$ cat config.mk
export PLATFORM = sky130hd
export DESIGN_NAME = arith_result_collector
export DESIGN_NICKNAME = d
export VERILOG_FILES = /design/src/rtl/arith_result_collector.sv
export SDC_FILE = /design/constraint.sdc
export NUM_CORES = 1
export LEC_CHECK = 0
export BUFFER_PORTS_ARGS = -buffer_cell sky130_fd_sc_hd__buf_4
export CORE_UTILIZATION = 35
export DETAILED_ROUTE_END_ITERATION = 12
export PLACE_DENSITY = 0.53
export SETUP_SLACK_MARGIN = 0.02
export SLEW_MARGIN = 20
export SYNTH_ARGS = -nofsm -noshare
export SYNTH_HDL_FRONTEND = slang
export SYNTH_SLANG_ARGS = --single-unit
$ cat constraint.sdc
create_clock -name clk -period 2.4 [get_ports clk]
set_clock_uncertainty 0.1 [all_clocks]
set_input_delay 0.24 -clock clk [delete_from_list [all_inputs] [get_ports clk]]
set_output_delay 0.24 -clock clk [all_outputs]
set_load 0.1 [all_outputs]
$ cat src/rtl/arith_result_collector.sv
// Result collector for the 3-stage arithmetic pipe: tag pipe, credit issue, FIFO drain.
// Define COLLECTOR_BYPASS_EN to forward a result straight to the output when the FIFO is empty.
module arith_result_collector #(
   parameter int DEPTH    = 4,
   parameter int PIPE_LAT = 3,
   parameter int RES_W    = 16
) (
   input  logic                   clk,
   input  logic                   reset,
   input  logic                   issue_valid,
   input  logic [1:0]             issue_op,
   output logic                   issue_ready,
   input  logic [RES_W-1:0]       result,
   output logic                   out_valid,
   input  logic                   out_ready,
   output logic [RES_W-1:0]       out_data,
   output logic [1:0]             out_op,
   output logic [$clog2(DEPTH):0] count,
   output logic                   overflow
);

   localparam int PW = $clog2(DEPTH);
   localparam int CW = PW + 1;
   localparam int SW = $clog2(DEPTH + PIPE_LAT + 1) + 1;

   logic [PIPE_LAT-1:0]            vld_q, vld_d;
   logic [PIPE_LAT-1:0][1:0]       op_q, op_d;
   logic [DEPTH-1:0][RES_W-1:0]    data_q, data_d;
   logic [DEPTH-1:0][1:0]          tag_q, tag_d;
   logic [PW-1:0]                  rd_q, rd_d, wr_q, wr_d;
   logic [CW-1:0]                  count_q, count_d;
   logic                           ovf_q, ovf_d;

   logic                           last_vld;
   logic [1:0]                     last_op;
   logic                           push_req, push, pop, full;
   logic [SW-1:0]                  credit;

   assign last_vld = vld_q[PIPE_LAT-1];
   assign last_op  = op_q[PIPE_LAT-1];
   assign full     = (count_q == CW'(DEPTH));
   assign pop      = out_ready & (count_q != '0);

   always_comb begin
      vld_d[0] = issue_valid;
      op_d[0]  = issue_op;
      for (int i = 1; i < PIPE_LAT; i++) begin
         vld_d[i] = vld_q[i-1];
         op_d[i]  = op_q[i-1];
      end
   end

   // Credits count both stored entries and ops still inside the arithmetic pipe.
   always_comb begin
      credit = SW'(count_q);
      for (int i = 0; i < PIPE_LAT; i++)
         credit = credit + SW'(vld_q[i]);
      issue_ready = (credit < SW'(DEPTH));
   end

`ifdef COLLECTOR_BYPASS_EN
   logic byp;
   assign byp       = (count_q == '0) & last_vld;
   assign push_req  = last_vld & ~(byp & out_ready);
   assign out_valid = (count_q != '0) | byp;
   assign out_data  = byp ? result  : data_q[rd_q];
   assign out_op    = byp ? last_op : tag_q[rd_q];
`else
   assign push_req  = last_vld;
   assign out_valid = (count_q != '0);
   assign out_data  = data_q[rd_q];
   assign out_op    = tag_q[rd_q];
`endif

   // A pop in the same cycle frees the slot a full FIFO needs for the push.
   assign push = push_req & (~full | pop);

   always_comb begin
      data_d  = data_q;
      tag_d   = tag_q;
      wr_d    = wr_q;
      rd_d    = rd_q;
      ovf_d   = ovf_q;
      if (push) begin
         data_d[wr_q] = result;
         tag_d[wr_q]  = last_op;
         wr_d         = wr_q + PW'(1);
      end
      if (pop)
         rd_d = rd_q + PW'(1);
      if (push_req & ~push)
         ovf_d = 1'b1;
      count_d = count_q + CW'(push) - CW'(pop);
   end

   always_ff @(posedge clk or negedge reset) begin
      if (!reset) begin
         vld_q   <= '0;
         op_q    <= '0;
         data_q  <= '0;
         tag_q   <= '0;
         rd_q    <= '0;
         wr_q    <= '0;
         count_q <= '0;
         ovf_q   <= 1'b0;
      end else begin
         vld_q   <= vld_d;
         op_q    <= op_d;
         data_q  <= data_d;
         tag_q   <= tag_d;
         rd_q    <= rd_d;
         wr_q    <= wr_d;
         count_q <= count_d;
         ovf_q   <= ovf_d;
      end
   end

   assign count    = count_q;
   assign overflow = ovf_q;

endmodule
Word-level counts from Yosys, hierarchy flattened

Index checks and enable logic that the tools add are counted.

Input bits: 22
Register bits: 89
Logic and storage cells: 46

$add $sub $neg: 7
Bitwise logic cells: 6
Eq/ne operators: 1
Multiplexer cells: 10
Reductions and logical operators: 2
Magnitude comparators: 4

Operators by type and width:

| operator            | number |
|---|---|
| $bwmux 64           | 1 |
| $bmux 16 s2         | 1 |
| $demux 16 s2        | 1 |
| $mux 16             | 2 |
| $add 4x1->4         | 2 |
| $bwmux 8            | 1 |
| $lt 2x3->1 const B  | 2 |
| $add 2x1->2 const B | 2 |
| $add 3x1->4         | 1 |
| $bmux 2 s2          | 1 |
| $demux 2 s2         | 1 |
| $lt 4x3->1 const B  | 1 |
| $mux 2              | 2 |
| $add 3x1->3         | 1 |
| $and 1x1->1         | 3 |
| $eq 3x3->1 const B  | 1 |
| $reduce_bool 3->1   | 1 |
| $sub 3x1->3         | 1 |
| $ge 2x1->1 const B  | 1 |
| $not 1->1           | 2 |
| $logic_and 1x1->1   | 1 |
| $or 1x1->1          | 1 |

Logic depth before layout (Yosys ltp)

Depth in word-level cells: 6
Depth in mapped cells: 9
Depth with buffers taken out: 9

Worst setup path after synthesis

Ideal clock, no wire load.

Path type: reg-to-output
Start point: reg count_q[0], in the netlist count[0]
End point: out issue_ready
Buffers on the path: 0
Required time: 2.060 ns
Path slack: -1.917 ns
Cell stages (with the launch flop): 8
Arrival: 3.977 ns
Cells stage by stage: dfrtp_1 inv_1 fa_1 inv_1 ha_1 nand2_1 nor2_1 nor3_1

Longest elaborated chain between the ends: 4

RTL lines:

| element                   | RTL line | source |
|---|---|---|
| start: declaration        | 31       | `logic [CW-1:0] count_q, count_d;` |
| start signal: assignment  | 113      | `count_q <= count_d;` |
| $add 3x1->4               | 57       | `credit = credit + SW'(vld_q[i]);` |
| $add 4x1->4 (2 in series) | 57       |  |
| $lt 4x3->1                | 58       | `issue_ready = (credit < SW'(DEPTH));` |
| end: declaration          | 12       | `output logic issue_ready,` |

No other way between the ends.

Worst setup path after layout

Start point: reg count_q[0], in the netlist count[0]
End point: reg count_q[2], in the netlist count[2]

Longest elaborated chain between the ends: 6

RTL lines:

| element                                                | RTL line | source |
|---|---|---|
| $reduce_bool 3->1 / $eq 3x3->1 (equally long branches) | 42, 41   |  |
| $and 1x1->1 / $not 1->1 (equally long branches)        | 42, 76   |  |
| $or 1x1->1                                             | 76       | `assign push = push_req & (~full \| pop);` |
| $and 1x1->1                                            | 76       |  |
| $add 3x1->3                                            | 93       | `count_d = count_q + CW'(push) - CW'(pop);` |
| $sub 3x1->3 (*)                                        | 93       |  |
| net count_d[2]                                         | 31       |  |

The timed path passes the listed nets; every way through them passes the cells marked *.
A chain may end at the register's enable or synchronous reset.

==> reports/results.txt <==
H-tree depth: 3
library cells used by synthesis: 20
final hold vios: 0
yosys warns: 0
# rows: 37
ANT cells: 0
Setup violations, final: 0
Critical Path End Type: register
Worst-path clk slew: 0.09 ns
vias per cell: 4.778
status: finished clean
Worst EP required: 2.54 ns
Die H: 106.6 um
root buf cell: clkbuf_8
pin count of the biggest net entering global routing: 49
share of layout cells above drive strength 1: 0.6081
pins over their slew limit: 0
CP Launch Type: register
Clock Sinks: 89
sequential share of the synthesized area: 0.5811
RePlAce Congestion: 0.6458
met3 WL: 194 um
die width: 106.6 um
antenna viol nets, final: 0
DR DRC count: 0
area grow syn2layout: 23.02%
worst-path maximum fanout: 3
Arrival @ worst endpoint: 2.46 ns
Design Area, Final: 4715 sq um
Clk Latency, worst-skew pair: 0.35 ns
Max-cap violations: 0
Metal-1 WL: 3182 um
initial core utilization: 0.3663
worst slew pin tran: 0.5550 ns
vias in the first global route: 2278
GRT Residual Overflow: 0
GRT Util Overall: 0.1407
Worst Hold Class: input port to register
Syn Area/Cell: 16.81 sq um
CTS tree: yes
first-pass GRT wire length: 11870 um
IO Pins: 46
Cell Area, Placed: 4427 sq um
Syn Nets: 259
nets@finish: 322
WHS: 0.03979 ns
DIE AREA: 11370 sq um
synthesized flop and latch total: 89
Routed WL: 6981 um
cts bufs inserted: 9
met2 WL post-DR: 3508 um
first-pass detailed-route iteration total: 4
highest metal used: met4
CTS max path bufs: 2
total core area: 10460 sq um
vias: 2064
Avg WL per Cell: 16.16 um
slew margin rel.: 0.6300
Cell Area, Synth: 3832 sq um
period utilization: 0.9662
fin crit period: 2.319 ns
FILL cells: 989
antenna violations before repair: 0
kind of critical path: register to register
starting DRC count in detailed routing: 52
RSZ-0062 raised after global routing: true
DP Wirelength: 4298 um
Port-buffer cells: 45
achievable clock frequency: 0.4313 GHz
cells after synthesis: 228
-- area by class of cell --
class                   instances  area [sq um]  area share
well taps                     136         170.2     0.03609
clock buffers                  11         131.4     0.02787
flip-flops and latches         89          2237      0.4745
clock inverters                 5         80.08     0.01699
multi-input cells             122          1564      0.3317
repair buffers                 60         498.0      0.1056
inverters                       9         33.78    0.007166
-- worst max-delay path: stages, from the launching register on --
cell and delay [ns]:
dfrtp_4 0.49, buf_4 0.15, nor4b_4 0.28, nand2b_4 0.19, ha_4 0.20, inv_2 0.06
ha_4 0.11, inv_2 0.03, fa_2 0.34, xnor2_2 0.14, xnor2_1 0.12
-- cells by family after synthesis --
group	synth area share
adders and majority gates	0.03330
buffers and inverters	0.02546
xor gates and xnor gates	0.01143
DFF	0.5811
muxes	0.3203
AOI/OAI and AO/OA	0.004245
and+or+nand+nor	0.02416
-- cell usage in the layout, fill, tap and decap left out, drive strengths merged --
master | netlist | layout
nor3 | 1 | 1
ha | 7 | 7
nand2b | 1 | 1
dfrtp | 89 | 89
a21o | 1 | 1
nor2 | 5 | 5
xnor2 | 4 | 4
inv | 9 | 9
clkinvlp | 0 | 2
o31a | 1 | 1
nand2 | 6 | 6
clkbuf | 1 | 11
mux4 | 18 | 18
nor4b | 1 | 1
xor2 | 1 | 1
buf | 7 | 56
fa | 2 | 2
dlygate4sd3 | 0 | 4
mux2 | 73 | 73
bufinv | 0 | 2
or3 | 1 | 1
clkinv | 0 | 1
-- flip-flops by register name, summed over array words and instances, names as in the netlist --
register / flops
data_q: 64
tag_q: 8
op_d: 4
count: 3
vld_q: 3
last_op: 2
rd_q: 2
wr_q: 2
overflow: 1
-- Yosys cell counts --
| cell | count | area (sq um) |
|---|---|---|
| nand2b_1 | 1 | 6.260 |
| fa_1 | 2 | 40.04 |
| o31a_1 | 1 | 8.760 |
| nand2_1 | 6 | 22.52 |
| or3_1 | 1 | 6.260 |
| xor2_1 | 1 | 8.760 |
| buf_6 | 4 | 45.04 |
| xnor2_1 | 4 | 35.03 |
| buf_2 | 3 | 15.01 |
| mux2_2 | 73 | 822.0 |
| nor2_1 | 1 | 3.750 |
| nor2_2 | 4 | 25.02 |
| a21o_1 | 1 | 7.510 |
| clkbuf_1 | 1 | 3.750 |
| inv_1 | 9 | 33.78 |
| nor3_1 | 1 | 5.000 |
| nor4b_4 | 1 | 23.77 |
| ha_1 | 7 | 87.58 |
| dfrtp_1 | 89 | 2227 |
| mux4_2 | 18 | 405.4 |
-- through the flow --
| step | std cells | setup TNS, ns | setup slack [ns] | utilization |
|---|---|---|---|---|
| 2_1_floorplan | 228 | -0.4883 | -0.1972 | - |
| 3_3_place_gp | 409 | 0 | 0.1790 | 0.4231 |
| 3_5_place_dp | 409 | 0 | 0.1475 | 0.4231 |
| 4_1_cts | 431 | 0 | 0.03298 | 0.4499 |
| 5_1_grt | 432 | -0.02713 | -0.02713 | 0.4506 |
| 6_report | 432 | 0 | 0.08122 | 0.4506 |
-- final timing paths --
check	from	endpoint	slack [ns]	cells past startpoint
max	count[0]$_DFF_PN0_	count[2]$_DFF_PN0_	0.08	10
min	result[0]	data_q[16]$_DFFE_PN0P_	0.04	2
max reg2reg	count[0]$_DFF_PN0_	count[2]$_DFF_PN0_	0.08	10
min reg2reg	op_d[4]$_DFF_PN0_	last_op[0]$_DFF_PN0_	0.26	0
max in group asynchronous	reset	data_q[40]$_DFFE_PN0P_	1.24	3
min in group asynchronous	reset	data_q[16]$_DFFE_PN0P_	0.30	2
-- layer usage --
metal	up-vias	track usage
met1	1080	0.1848
met2	33	0.2276
met4	0	0.04599
li1	941	-
met5	-	0
met3	10	0.03647
-- timing repair --
action	in CTS	in global routing
cloned	0	0
pin swaps	0	1
hold endpoints to repair	44	0
gates resized for setup	4	0
endpoints found under the setup margin	1	2
buffers inserted	2	1
hold buffers	4	0
Power is not shown: default switching activity piles up to over one toggle a cycle in this logic, so the estimate is an artifact.
